### src/rtl/ecap5_dproc_pkg.sv
// Shared types for the data-processor core slice: bus arbiter FSM state and owner.
package ecap5_dproc_pkg;

  typedef enum logic [1:0] {ARB_IDLE, ARB_REQ, ARB_WAIT, ARB_DONE} arb_state_t;
  typedef enum logic {OWNER_IF, OWNER_LS} arb_owner_t;

  localparam logic [3:0] SEL_WORD = 4'hF;

endpackage

### src/rtl/bus_arbiter.sv
// Shares one pipelined Wishbone master port between instruction fetch and load-store,
// with load-store priority bounded by a streak counter and a watchdog on hung cycles.
module bus_arbiter
  import ecap5_dproc_pkg::*;
#(
  parameter int unsigned TIMEOUT_CYCLES = 64,
  parameter int unsigned LS_STREAK_MAX  = 4
) (
  input  logic        clk_i,
  input  logic        rst_i,
  input  logic        if_req_i,
  input  logic [31:0] if_addr_i,
  output logic        if_ack_o,
  output logic        if_err_o,
  output logic [31:0] if_rdata_o,
  input  logic        ls_req_i,
  input  logic [31:0] ls_addr_i,
  input  logic        ls_we_i,
  input  logic [3:0]  ls_sel_i,
  input  logic [31:0] ls_wdata_i,
  output logic        ls_ack_o,
  output logic        ls_err_o,
  output logic [31:0] ls_rdata_o,
  output logic        wb_cyc_o,
  output logic        wb_stb_o,
  output logic        wb_we_o,
  output logic [31:0] wb_adr_o,
  output logic [3:0]  wb_sel_o,
  output logic [31:0] wb_dat_o,
  input  logic [31:0] wb_dat_i,
  input  logic        wb_ack_i,
  input  logic        wb_stall_i
);

  localparam int unsigned WDW = $clog2(TIMEOUT_CYCLES + 1);
  localparam int unsigned SW  = $clog2(LS_STREAK_MAX + 1);
  localparam logic [WDW-1:0] WD_LIMIT     = WDW'(TIMEOUT_CYCLES);
  localparam logic [SW-1:0]  STREAK_LIMIT = SW'(LS_STREAK_MAX);

  arb_state_t state_q, state_d;
  arb_owner_t owner_q, owner_d;
  logic [SW-1:0]  streak_q, streak_d;
  logic [WDW-1:0] wd_q, wd_d;
  logic        wb_cyc_q, wb_cyc_d, wb_stb_q, wb_stb_d, wb_we_q, wb_we_d;
  logic [31:0] wb_adr_q, wb_adr_d, wb_dat_q, wb_dat_d;
  logic [3:0]  wb_sel_q, wb_sel_d;
  logic        if_ack_q, if_ack_d, if_err_q, if_err_d;
  logic        ls_ack_q, ls_ack_d, ls_err_q, ls_err_d;
  logic [31:0] if_rdata_q, if_rdata_d, ls_rdata_q, ls_rdata_d;
  logic        finish, timeout;

  always_comb begin
    state_d    = state_q;
    owner_d    = owner_q;
    streak_d   = streak_q;
    wd_d       = wd_q;
    wb_cyc_d   = wb_cyc_q;
    wb_stb_d   = wb_stb_q;
    wb_we_d    = wb_we_q;
    wb_adr_d   = wb_adr_q;
    wb_sel_d   = wb_sel_q;
    wb_dat_d   = wb_dat_q;
    if_ack_d   = 1'b0;
    if_err_d   = 1'b0;
    if_rdata_d = '0;
    ls_ack_d   = 1'b0;
    ls_err_d   = 1'b0;
    ls_rdata_d = '0;
    finish     = 1'b0;
    timeout    = 1'b0;

    case (state_q)
      ARB_IDLE: begin
        wd_d = '0;
        // Fetch only overrides load-store once the streak has saturated.
        if (ls_req_i && !(if_req_i && streak_q == STREAK_LIMIT)) begin
          owner_d  = OWNER_LS;
          wb_adr_d = ls_addr_i;
          wb_we_d  = ls_we_i;
          wb_sel_d = ls_sel_i;
          wb_dat_d = ls_wdata_i;
          wb_cyc_d = 1'b1;
          wb_stb_d = 1'b1;
          state_d  = ARB_REQ;
          if (!if_req_i)
            streak_d = '0;
          else if (streak_q != STREAK_LIMIT)
            streak_d = streak_q + 1'b1;
        end else if (if_req_i) begin
          owner_d  = OWNER_IF;
          wb_adr_d = if_addr_i;
          wb_we_d  = 1'b0;
          wb_sel_d = SEL_WORD;
          wb_dat_d = '0;
          wb_cyc_d = 1'b1;
          wb_stb_d = 1'b1;
          state_d  = ARB_REQ;
          streak_d = '0;
        end
      end
      ARB_REQ: begin
        wd_d = wd_q + 1'b1;
        if (wd_q == WD_LIMIT) begin
          timeout = 1'b1;
        end else if (!wb_stall_i) begin
          wb_stb_d = 1'b0;
          if (wb_ack_i) finish = 1'b1;
          else          state_d = ARB_WAIT;
        end
      end
      ARB_WAIT: begin
        wd_d = wd_q + 1'b1;
        if (wd_q == WD_LIMIT) timeout = 1'b1;
        else if (wb_ack_i)    finish  = 1'b1;
      end
      ARB_DONE: state_d = ARB_IDLE;
      default:  state_d = ARB_IDLE;
    endcase

    if (finish || timeout) begin
      state_d  = ARB_DONE;
      wb_cyc_d = 1'b0;
      wb_stb_d = 1'b0;
      if (owner_q == OWNER_LS) begin
        ls_ack_d   = 1'b1;
        ls_err_d   = timeout;
        ls_rdata_d = timeout ? '0 : wb_dat_i;
      end else begin
        if_ack_d   = 1'b1;
        if_err_d   = timeout;
        if_rdata_d = timeout ? '0 : wb_dat_i;
      end
    end
  end

  always_ff @(posedge clk_i or posedge rst_i) begin
    if (rst_i) begin
      state_q    <= ARB_IDLE;
      owner_q    <= OWNER_IF;
      streak_q   <= '0;
      wd_q       <= '0;
      wb_cyc_q   <= 1'b0;
      wb_stb_q   <= 1'b0;
      wb_we_q    <= 1'b0;
      wb_adr_q   <= '0;
      wb_sel_q   <= '0;
      wb_dat_q   <= '0;
      if_ack_q   <= 1'b0;
      if_err_q   <= 1'b0;
      if_rdata_q <= '0;
      ls_ack_q   <= 1'b0;
      ls_err_q   <= 1'b0;
      ls_rdata_q <= '0;
    end else begin
      state_q    <= state_d;
      owner_q    <= owner_d;
      streak_q   <= streak_d;
      wd_q       <= wd_d;
      wb_cyc_q   <= wb_cyc_d;
      wb_stb_q   <= wb_stb_d;
      wb_we_q    <= wb_we_d;
      wb_adr_q   <= wb_adr_d;
      wb_sel_q   <= wb_sel_d;
      wb_dat_q   <= wb_dat_d;
      if_ack_q   <= if_ack_d;
      if_err_q   <= if_err_d;
      if_rdata_q <= if_rdata_d;
      ls_ack_q   <= ls_ack_d;
      ls_err_q   <= ls_err_d;
      ls_rdata_q <= ls_rdata_d;
    end
  end

  assign wb_cyc_o   = wb_cyc_q;
  assign wb_stb_o   = wb_stb_q;
  assign wb_we_o    = wb_we_q;
  assign wb_adr_o   = wb_adr_q;
  assign wb_sel_o   = wb_sel_q;
  assign wb_dat_o   = wb_dat_q;
  assign if_ack_o   = if_ack_q;
  assign if_err_o   = if_err_q;
  assign if_rdata_o = if_rdata_q;
  assign ls_ack_o   = ls_ack_q;
  assign ls_err_o   = ls_err_q;
  assign ls_rdata_o = ls_rdata_q;

endmodule

### config.mk
export PLATFORM = sky130hd
export DESIGN_NAME = bus_arbiter
export DESIGN_NICKNAME = d
export VERILOG_FILES = /design/src/rtl/ecap5_dproc_pkg.sv /design/src/rtl/bus_arbiter.sv
export SDC_FILE = /design/constraint.sdc
export NUM_CORES = 1
export LEC_CHECK = 0
export CORE_MARGIN = 1
export CORE_UTILIZATION = 41
export DETAILED_ROUTE_END_ITERATION = 16
export HOLD_SLACK_MARGIN = 0.02
export PLACE_DENSITY = 0.86
export SYNTH_ARGS = -nofsm -noshare
export SYNTH_HDL_FRONTEND = slang
export SYNTH_SLANG_ARGS = --single-unit
### constraint.sdc
create_clock -name clk_i -period 6 [get_ports clk_i]
set_input_delay 0.6 -clock clk_i [delete_from_list [all_inputs] [get_ports clk_i]]
set_output_delay 0.6 -clock clk_i [all_outputs]
set_load 0.05 [all_outputs]
# Word-level counts from Yosys, hierarchy flattened
# Cells that the tools add are included.
[totals]
register_bits = 152
in_bits = 139
output_inout_bits = 139
wordCells = 95
[op_classes]
addsub = 2
eq_ne = 11
mux = 49
n_reduce_logical = 17
[op_table]
columns = ["operator", "n"]
rows = [
  ["$mux 32", 9],
  ["$mux 1", 24],
  ["$pmux 7 s2", 1],
  ["$mux 2", 6],
  ["$mux 3", 4],
  ["$ne 3x3->1 const B", 4],
  ["$mux 4", 2],
  ["$add 7x1->7 const B", 1],
  ["$eq 7x7->1 const B", 1],
  ["$pmux 2 s3", 1],
  ["$reduce_bool 2->1", 3],
  ["$reduce_bool 3->1", 2],
  ["$reduce_and 5->1", 1],
  ["$eq 2x2->1 const B", 2],
  ["$ne 4x4->1 const B", 1],
  ["$pmux 1 s2", 2],
  ["$reduce_and 2->1", 2],
  ["$reduce_and 4->1", 1],
  ["$reduce_bool 4->1", 1],
  ["$add 3x1->3 const B", 1],
  ["$eq 3x3->1 const B", 1],
  ["$ne 3x2->1 const B", 1],
  ["$reduce_and 3->1", 1],
  ["$eq 2x1->1 const B", 1],
  ["other kinds (5)", 6],
]

# Logic depth before layout (Yosys ltp)
# Gate-level depths: netlist of the first run.
[depth]
ltp_word = 7
depth_mapped = 8
ltp_nobuf = 7

# Worst setup path before layout of the first run
# OpenSTA, ideal clock, no wires.
[synth_timing]
path_kind = "register -> register"
start = "reg state_q[0]"
end = "reg if_rdata_q[22], in the netlist if_rdata_o[22]"
setup_time_ns = 0.120
t_arrival_ns = 1.548
required_time_ns = 5.880
slack_ns = 4.332
stages_incl_launch_ff = 9
n_path_buf = 2
period_less_slack_ns = 1.668
path_cell_list = "dfrtp_1 inv_1 ha_1 buf_4 nand3_4 o21ai_4 and2_4 buf_6 and3_1"
[synth_between]
elab_chain_cells = 6
word_cells_on_any_way = 9
[synth_rtl]
columns = ["element", "line", "source"]
rows = [
  ["from (decl)", "bus_arbiter.sv:40", "arb_state_t state_q, state_d;"],
  ["from (signal assigned)", "bus_arbiter.sv:155", "state_q <= state_d;"],
  ["$eq 2x2->1 / $eq 2x1->1 (equally long branches)", "bus_arbiter.sv:72", "case (state_q)"],
  ["$reduce_or 2->1 (no source line)", "n/a", ""],
  ["$mux 1", "n/a", ""],
  ["$mux 32", "bus_arbiter.sv:131", "if_rdata_d = timeout ? '0 : wb_dat_i;"],
  ["$mux 32", "bus_arbiter.sv:124", "if (owner_q == OWNER_LS) begin"],
  ["$mux 32 (*)", "bus_arbiter.sv:120", "if (finish || timeout) begin"],
  ["net if_rdata_d[22]", "bus_arbiter.sv:49", "logic [31:0] if_rdata_q, if_rdata_d, ls_rdata_q, ls_rdata_d;"],
  ["to (signal assigned)", "bus_arbiter.sv:167", "if_rdata_q <= if_rdata_d;"],
  ["to (decl)", "bus_arbiter.sv:49", ""],
]
# The timed path passes the listed nets; every way through them passes the cells marked *.
# A chain may end at the register's enable or synchronous reset.

# Final worst setup path of the first run
[layout_timing]
start = "reg state_q[1]"
end = "reg ls_rdata_q[6], in the netlist ls_rdata_o[6]"
[layout_between]
elab_chain_cells = 6
word_cells_on_any_way = 9
[layout_rtl]
columns = ["element", "line", "source"]
rows = [
  ["$eq 2x2->1 / $eq 2x1->1 (equally long branches)", "bus_arbiter.sv:72", ""],
  ["$reduce_or 2->1 (no source line)", "n/a", ""],
  ["$mux 1", "n/a", ""],
  ["$mux 32", "bus_arbiter.sv:127", "ls_rdata_d = timeout ? '0 : wb_dat_i;"],
  ["$mux 32", "bus_arbiter.sv:124", ""],
  ["$mux 32 (*)", "bus_arbiter.sv:120", ""],
  ["net ls_rdata_d[6]", "bus_arbiter.sv:49", ""],
  ["to (signal assigned)", "bus_arbiter.sv:170", "ls_rdata_q <= ls_rdata_d;"],
  ["to (decl)", "bus_arbiter.sv:49", ""],
]
# Marked as above.

==> results.md, run 1 <==
- Status: finished, final reports clean
- CORE AREA: 14000 um2
- Final Wtd Congestion: 0.794
- Root buf cell: clkbuf_16
- Antenna viol nets, final: 0
- Worst skew pair latency: 0.42 ns
- Mean Syn Cell Area: 11.8 um2
- Total routed wirelength: between 15000 and 20000 um
- Vias in the first global route: 4915
- Final number of setup-violating endpoints: 0
- DRC viols: 0
- Initial Util: 42.3%
- Arr. time, crit path: 3.36 ns
- Inserted Clock Buffers: 17
- Min Hold Slack: approximately 0.46 ns
- Sum of negative setup slack: 0 ns
- Startpoint Class: flip-flop
- Syn Inst Count: 503
- PnR worst setup slack: 2.95 ns
- FF+latch count, synth: 152
- Port buffer count: 277
- Cell taking the most area after synthesis: dfrtp_1
- Post-synth EDFFs: 0
- Hold Startpoint: owner_q
- Maxcap violations: 0
- Initial DRT Pass Iterations: 4
- Max Clock Freq: 0.328 GHz
- Sequential fraction of the synthesis area: 64.3%
- Netlist Area Pre-Place: 5920 um2
- Number of diodes: 0
- Post-synth top flop: dfrtp_1
- Die area: about 15000 um2
- LEAKAGE: between 4 and 5 nW
- Vias per inst: 4.94
- CTS sink cnt: 152
- Syn nets: 652
- Max rail drop VDD: 0.357 mV
- Final period util: 50.9%
- Initial DRC Count: 255
- Crit path kind: flip-flop to flip-flop
- Yosys Warn Count: 0
- Max-slew violations: 0
- HP Class: flip-flop to flip-flop
- Post-DR wirelength/cell: 16.6 um
- Top cells by area, synth: dfrtp_1 64%, mux2i_1 5.6%, a22o_1 4.9%
- # nets final: 918
- H-tree depth: 4
- Worst Path Max Fanout: 68
- CTS tree: yes
- Tightest Pin Transition: 1.19 ns
- Normalized max-slew margin: 20.5%
- Row count: 43
- Synth cell types: 37
- RSZ-0062 raised after global routing: no
- CP Capture Type: flip-flop
- Critical path origin: state_q[1]
- Max Clock Skew: approximately 0.013 ns
- I/O pin cnt: roughly 280
- Reg2reg start: state_q[1]
- CTS clock-pin slew for the worst setup and hold paths: 0.06 ns
- CTS hold repair buffers: 0
- Vias: 4741
- Area growth from synthesis to layout: 58.2%
- Setup WS pre-CTS: 3.02 ns
- Hold Fails Final Rpt: 0
- Ys async rst share: 100%
- Layout cell share with drive strength beyond 1: 5.13%
- Initial antenna violation count: 0
- Setup Buffers After CTS: 0
- Chip Height: 122 um
- WP data required: 6.31 ns
- Top-area cell type share of the netlist area: 64.3%
- Dpl hpwl: 11400 um
- Deepest clock path buffer count: 2
- Pwr/cell area: 497 nW/um2
- Tmin final: 3.05 ns
- First-pass GRT wire length: 24700 um
- Die width: 122 um
- Largest net degree at the start of global routing: about 120
- Gr usage total: 21.9%
- Post-CTS sizing: 0
- Gr ovfl total: 0
- # fillers: 1030
[layout make-up]
type	count	area (um2)	area share (%)
sequential	152	3800	40.6
tap	180	225	2.41
timing repair buffer	279	2790	29.8
clock buffer	21	460	4.92
clock inverter	9	118	1.26
inverter	11	46.3	0.495
multi-input combinational	308	1920	20.5
[cell usage in the layout, fill, tap and decap left out, types with 9 or more instances in the layout]
master	n
clkdlybuf4s50_1	277
dfrtp_1	152
nand2_1	75
nor2_1	45
o21ai_1	35
and3_1	33
a22o_1	33
mux2i_1	33
clkbuf_16	17
ha_1	10
inv_1	9
[flip-flops by register name (all words and copies together), names as in the netlist]
name and count:
wb_stb_o 1, wb_we_o 1, ls_ack_o 1, wb_cyc_o 1, streak_q 3, ls_rdata_o 32
if_rdata_o 32, owner_q 1, wb_adr_o 32, wb_dat_o 32, wb_sel_o 4, state_q 2
ls_err_o 1, if_ack_o 1, if_err_o 1, wd_q 7
[kinds of logic after synthesis]
kind of cell             Yosys count  synth area share, %
AO/OA/AOI/OAI                     91                 10.7
XOR/XNOR                           2                0.296
adder cells (fa/ha/maj)           10                 2.11
buffers and inverters             43                 3.51
flip-flops                       152                 64.3
multiplexers                      33                 5.58
AND/OR/NAND/NOR                  172                 13.6
[cell usage after synthesis, types with 2 or more instances]
master and n:
a21oi_1 3, dfrtp_1 152, o31ai_1 2, a21o_1 4, o21ai_1 36, ha_1 10
buf_2 16, a22o_1 33, clkbuf_1 12, buf_6 3, and3_1 33, nor2_1 45
nand2_1 76, nand2b_1 2, o22a_1 5, o21ai_0 5, inv_1 10, mux2i_1 33
nand3_1 5
[final timing paths]
path / endpoint / slack (ns) / depth (start not counted)
hold / removal: if_err_o / 0.46 / 1
hold reg to reg: if_err_o / 0.46 / 1
setup / recovery: ls_rdata_o[6] / 2.95 / 6
setup reg to reg: ls_rdata_o[6] / 2.95 / 6
max in group asynchronous: if_rdata_o[9] / 4.11 / 3
min in group asynchronous: ls_rdata_o[4] / 0.81 / 2
[stage by stage]
stage                     area, um2  cells  utilization, %  total power [mW]
after global placement         8780    930            62.8              3.58
after global routing           9360    960            66.9              4.88
after detailed placement       8780    930            62.8              3.64
after CTS                      9360    960            66.9              4.69
after floorplan                5920    503               -              2.89
final                          9360    960            66.9              4.65
[critical path, stage by stage (launching register included)]
cell and delay [ns]:
dfrtp_1 0.40, inv_1 0.11, ha_1 0.54, nand3_4 0.58
o21ai_4 0.30, nand2_1 0.66, nor2_1 0.33
[report_power, final]
| part | switching (mW) | total [mW] | internal, mW |
|---|---|---|---|
| sequential | 0.153 | 1.46 | 1.31 |
| combinational | 1.40 | 2.16 | 0.754 |
| clock | 0.402 | 1.04 | 0.634 |
| total | 1.96 | 4.65 | 2.69 |
[per-layer routing]
metal	GRT usage, %	wire (um)
met1	24.4	5960
met4	11.4	530
met3	5.52	1020
met5	0	0
met2	38.5	8460
No activity file was read; power rests on OpenSTA's default activity.
==> run 2: changes to the inputs <==
==> constraint.sdc (replaced) <==
create_clock -name clk_i -period 3.2 [get_ports clk_i]
set_input_delay 0.32 -clock clk_i [delete_from_list [all_inputs] [get_ports clk_i]]
set_output_delay 0.32 -clock clk_i [all_outputs]
set_load 0.05 [all_outputs]
==> results.md, run 2 (same netlist as run 1, synthesis figures left out) <==
- Crit-path cells: inv_1, ha_1, nand3_4, o21ai_4, and2_4, and3_1
- Final number of setup-violating endpoints: 0 (unchanged)
- Post-CTS sizing: 0 (unchanged)
- HP Class: input pin to asynchronous set/reset pin
- CTS hold repair buffers: 0 (unchanged)
- Setup Buffers After CTS: 0 (unchanged)
- # nets final: 925 (+0.76%)
- Dpl hpwl: 12000 um (+5.5%)
- Sum of negative setup slack: 0 ns (unchanged)
- Tmin final: 2.65 ns (-0.400 ns)
- Initial antenna violation count: 0 (unchanged)
- Setup WS pre-CTS: 0.591 ns (-2.43 ns)
- Startpoint Class: flip-flop
- Port buffer count: 277 (unchanged)
- R2R Setup Slk: 0.55 ns (-2.40 ns)
- CTS tree: yes
- Vias: 4816 (+1.6%)
- Vias per inst: 4.97 (+0.64%)
- Chip Height: 122 um (unchanged)
- Max Clock Skew: 0.0110 ns (-0.00201 ns)
- R2R cell count: 6 (unchanged)
- Slowest cell on the critical path: nand3_4
- Die area: 14900 um2 (unchanged)
- CTS sink cnt: 152 (unchanged)
- PnR worst setup slack: 0.549 ns (-2.40 ns)
- CORE AREA: 14000 um2 (unchanged)
- Initial DRC Count: 250 (-2.0%)
- CP Capture Type: flip-flop
- Normalized max-slew margin: 22.4% (+1.9 points)
- Commonest non-fill, non-tap cell in the layout: clkdlybuf4s50_1
- Initial Util: 42.3% (unchanged)
- Most frequent cells in the layout: 277 x clkdlybuf4s50_1, 152 x dfrtp_1, 75 x nand2_1, 45 x nor2_1, 35 x o21ai_1
- Area growth from synthesis to layout: 59.4%
- Initial DRT Pass Iterations: 4 (unchanged)
- Largest net degree at the start of global routing: 71 (-39%)
- Inserted Clock Buffers: 17 (unchanged)
- Final Wtd Congestion: 0.808 (+1.8%)
- H-tree depth: 4 (unchanged)
- Arr. time, crit path: 2.99 ns (-0.37 ns)
- LEAKAGE: 4.48 nW (+1.1%)
- Hold Fails Final Rpt: 0 (unchanged)
- Maxcap violations: 0 (unchanged)
- Reg2reg end: if_rdata_o[16]
- Worst Path Max Fanout: 68 (unchanged)
- Total routed wirelength: 16300 um (+2.0%)
- Row count: 43 (unchanged)
- DRC viols: 0 (unchanged)
- Final period util: 82.8% (+32 points)
- Number of diodes: 0 (unchanged)
- WP data required: 3.54 ns (-2.77 ns)
- Max Clock Freq: 0.377 GHz (+15%)
- Reg2reg start: state_q[0]
- Gr usage total: 22.5% (+0.58 points)
- Antenna viol nets, final: 0 (unchanged)
- Crit path kind: flip-flop to flip-flop
- Die width: 122 um (unchanged)
- Vias in the first global route: 4967 (+1.1%)
- Slowest stage delay, CP: 0.59 ns (-0.07 ns)
- Max-slew violations: 0 (unchanged)
- First-pass GRT wire length: 25200 um (+2.2%)
- I/O pin cnt: 278 (unchanged)
- Deepest clock path buffer count: 2 (unchanged)
- Worst skew pair latency: 0.41 ns (about the same)
- CTS clock-pin slew for the worst setup and hold paths: 0.06 ns (about the same)
- Pwr Total: 8.75 mW (+88%)
- Root buf cell: clkbuf_16
- Gr ovfl total: 0 (unchanged)
- Max rail drop VDD: 0.776 mV (+120%)
- Tightest Pin Transition: 1.16 ns (-0.0292 ns)
- Post-DR wirelength/cell: 16.8 um (+1.0%)
- RSZ-0062 raised after global routing: no
- Status: finished, final reports clean
- Pwr/cell area: 928 nW/um2 (+87%)
- Layout cell share with drive strength beyond 1: 6.34% (+1.2 points)
[run 2: cell count changes in the layout (fill, tap and decap cells not counted), sizes merged]
cell	delta
buf	+7
bufinv	-1
clkbuf	-2
clkinv	+3
clkinvlp	-1
inv	+3
[run 2: final cells by class]
type	instances	area, um2
repair buffers	286	2870
flip-flops and latches	152	3800
multi-input cells	308	1920
well taps	180	225
clock buffers	19	443
inverters	11	45.0
clock inverters	13	129
fillers	1000	4560
[run 2: report_power, final]
part           switching [mW]  total, mW  internal (mW)
Clock                   0.804       1.92           1.11
Combinational            2.66       4.10           1.44
Sequential              0.288       2.74           2.45
Total                    3.75       8.75           5.00
[run 2: routing by layer]
metal  GRT usage, %  up-vias  routed length [um]
met1           26.2     2339                6330
met3           5.15       21                 963
li1               -     2261                   -
met5              0        -                   0
met4           7.55        0                 278
met2           40.5      195                8710
[run 2: worst max path at each step]
| stage | endpoint | slack, ns | cells after the start | start |
|---|---|---|---|---|
| after floorplan | if_ack_o | 0.96 | 1 | rst_i |
| after global placement | streak_q[2] | 0.72 | 6 | if_req_i |
| after detailed placement | streak_q[2] | 0.59 | 6 | if_req_i |
| after CTS | if_rdata_o[16] | 0.55 | 6 | state_q[0] |
| after global routing | if_rdata_o[29] | 0.36 | 6 | state_q[0] |
| final | if_rdata_o[16] | 0.55 | 6 | state_q[0] |
[run 2: per-stage QoR]
step,utilization (%),std cells,hold WS [ns],area (um2)
after floorplan,-,503,0.425,5920
after global placement,63.3,937,0.448,8860
after detailed placement,63.3,937,0.458,8860
after CTS,67.4,969,0.427,9430
after global routing,67.4,969,0.451,9430
final,67.4,969,0.409,9430
[run 2: worst max-delay path, delay by kind of cell (launching register included)]
family	cells	cell delay [ns]
and+or+nand+nor	3	1.18
adders and majority gates	1	0.54
AOI/OAI and AO/OA	1	0.32
buffers and inverters	1	0.11
DFF	1	0.41
==> run 3: changes to the inputs <==
==> constraint.sdc (replaced) <==
create_clock -name clk_i -period 2.63 [get_ports clk_i]
set_input_delay 0.263 -clock clk_i [delete_from_list [all_inputs] [get_ports clk_i]]
set_output_delay 0.263 -clock clk_i [all_outputs]
set_load 0.05 [all_outputs]
==> results.md, run 3 (same netlist as run 1, synthesis figures left out) <==
- Power share of the combinational group: 46.7% (-0.2 points)
- Most frequent cells in the layout: 277 x clkdlybuf4s50_1, 152 x dfrtp_1, 75 x nand2_1, 45 x nor2_1, 35 x o21ai_1
- Post-DR wirelength/cell: 16.4 um (-2.2%)
- Crit path kind: flip-flop to flip-flop
- Total routed wirelength: 15900 um (-2.1%)
- CTS tree: yes
- CORE AREA: 14000 um2 (unchanged)
- Max Clock Skew: 0.00580 ns (-0.00516 ns)
- Normalized max-slew margin: 54.4% (+32 points)
- Clock share of power: 22.0% (about the same)
- Internal power: 6.00 mW (+20%)
- Final Wtd Congestion: 0.841 (+4.1%)
- Port buffer count: 277 (unchanged)
- Die area: 14900 um2 (unchanged)
- Largest net degree at the start of global routing: 76 (+7.0%)
- Tmin final: 2.11 ns (-0.539 ns)
- Pwr/cell area: 1120 nW/um2 (+21%)
- Die width: 122 um (unchanged)
- Layout cell share with drive strength beyond 1: 6.58% (+0.25 points)
- Status: finished, final reports clean
- Area growth from synthesis to layout: 60.1%
- Startpoint Class: flip-flop
- Deepest clock path buffer count: 2 (unchanged)
- RSZ-0062 raised after global routing: no
- Vias per inst: 4.93 (-0.79%)
- Slowest cell on the critical path: ha_1
- WP data required: 2.98 ns (-0.56 ns)
- Reg2reg start: state_q[1]
- Initial DRT Pass Iterations: 4 (unchanged)
- Number of diodes: 0 (unchanged)
- Initial DRC Count: 281 (+12%)
- Final core occ: 67.7% (+0.32 points)
- R2R Setup Slk: 0.52 ns (-0.03 ns)
- # nets final: 926 (+0.11%)
- LEAKAGE: 4.49 nW (+0.24%)
- Vias: 4783 (-0.69%)
- Vias in the first global route: 4874 (-1.9%)
- Max-slew violations: 0 (unchanged)
- Dpl hpwl: 11800 um (-1.5%)
- Reg2reg end: if_rdata_o[12]
- Seq pwr share: 31.3% (about the same)
- DRC viols: 0 (unchanged)
- CTS hold repair buffers: 0 (unchanged)
- Max rail drop VDD: 0.829 mV (+6.8%)
- Hold Fails Final Rpt: 0 (unchanged)
- HP Class: input pin to asynchronous set/reset pin
- Initial Util: 42.3% (unchanged)
- Worst skew pair latency: 0.41 ns (about the same)
- I/O pin cnt: 278 (unchanged)
- Tightest Pin Transition: 0.683 ns (-0.481 ns)
- Arr. time, crit path: 2.46 ns (-0.53 ns)
- Switching Share: 43.6% (+0.78 points)
- Slowest stage delay, CP: 0.53 ns (-0.06 ns)
- Commonest non-fill, non-tap cell in the layout: clkdlybuf4s50_1
- Inserted Clock Buffers: 17 (unchanged)
- Initial antenna violation count: 0 (unchanged)
- Gr usage total: 21.8% (-0.72 points)
- H-tree depth: 4 (unchanged)
- CTS clock-pin slew for the worst setup and hold paths: 0.07 ns (about the same)
- Gr ovfl total: 0 (unchanged)
- Crit-path cells: inv_1, ha_1, nand2_1, o21ai_4, and2_4, and3_1
- First-pass GRT wire length: 24400 um (-3.3%)
- Root buf cell: clkbuf_16
- Maxcap violations: 0 (unchanged)
- Final number of setup-violating endpoints: 0 (unchanged)
- Worst Path Max Fanout: 33 (-51%)
- Row count: 43 (unchanged)
- CP Capture Type: flip-flop
- Max Clock Freq: 0.474 GHz (+26%)
- Antenna viol nets, final: 0 (unchanged)
- Psw: 4.64 mW (+24%)
- Sum of negative setup slack: 0 ns (unchanged)
- Chip Height: 122 um (unchanged)
- CTS sink cnt: 152 (unchanged)
- # fillers: 1044 (+4.4%)
- R2R cell count: 6 (unchanged)
- Post-CTS sizing: 0 (unchanged)
- Final period util: 80.3% (-2.6 points)
- Setup Buffers After CTS: 0 (unchanged)
==> run 3: cell types whose count changed in the layout (fill, tap and decap cells not counted) <==
| cell | change |
|---|---|
| clkbuf_1 | -1 |
| clkinvlp_4 | +2 |
| inv_6 | -3 |
| clkinv_2 | -1 |
| clkbuf_8 | -1 |
| clkinv_8 | +3 |
| inv_8 | +4 |
| buf_4 | -1 |
| clkinv_4 | -2 |
| buf_12 | +2 |
| bufinv_16 | -1 |
==> run 3: critical path, delay by kind of cell, from the launching register on <==
kind	cells	cell delay, ns
compound gates	1	0.24
fa+ha+maj	1	0.53
buf+inv	1	0.11
flops	1	0.41
simple gates	3	0.75
==> run 3: layer usage <==
metal | track usage [%] | wire length, um
met1 | 24.8 | 6230
met2 | 38.7 | 8520
met3 | 5.38 | 913
met4 | 9.30 | 287
met5 | 0 | 0
==> run 3: how the worst max path moves through the flow <==
stage | slack, ns | end | startpoint | cells after the start
6_report | 0.52 | if_rdata_o[12] | state_q[1] | 6
5_1_grt | 0.37 | if_rdata_o[12] | state_q[0] | 6
4_1_cts | 0.53 | if_rdata_o[12] | state_q[1] | 6
3_5_place_dp | 0.55 | if_rdata_o[12] | state_q[1] | 6
3_3_place_gp | 0.68 | if_rdata_o[9] | state_q[0] | 6
2_1_floorplan | 0.45 | if_ack_o | rst_i | 1
==> run 3: power groups by stage <==
stage          clock, mW  combinational, mW  sequential [mW]
3_5_place_dp           0               4.99             3.36
6_report            2.34               4.97             3.33
3_3_place_gp           0               4.88             3.34
4_1_cts             2.40               5.00             3.34
5_1_grt             2.51               5.23             3.40
2_1_floorplan          0               1.26             5.33
==> run 3: cell type report <==
type                       instances  area [um2]  area share [%]
tap                              180         225            2.38
multi-input combinational        308        1920            20.3
sequential                       152        3800            40.1
timing repair buffer             287        2900            30.6
inverter                          11        45.0           0.475
clock buffer                      17         425            4.49
clock inverter                    15         159            1.68
==> run 3: stage by stage <==
step / hold WS, ns / power, mW / area, um2 / setup slack, ns / cells
final: 0.300 / 10.6 / 9480 / 0.518 / 970
after global routing: 0.341 / 11.1 / 9480 / 0.375 / 970
after CTS: 0.305 / 10.7 / 9480 / 0.532 / 970
after detailed placement: 0.439 / 8.35 / 8890 / 0.545 / 938
after global placement: 0.448 / 8.22 / 8890 / 0.684 / 938
after floorplan: 0.371 / 6.59 / 5920 / 0.450 / 503
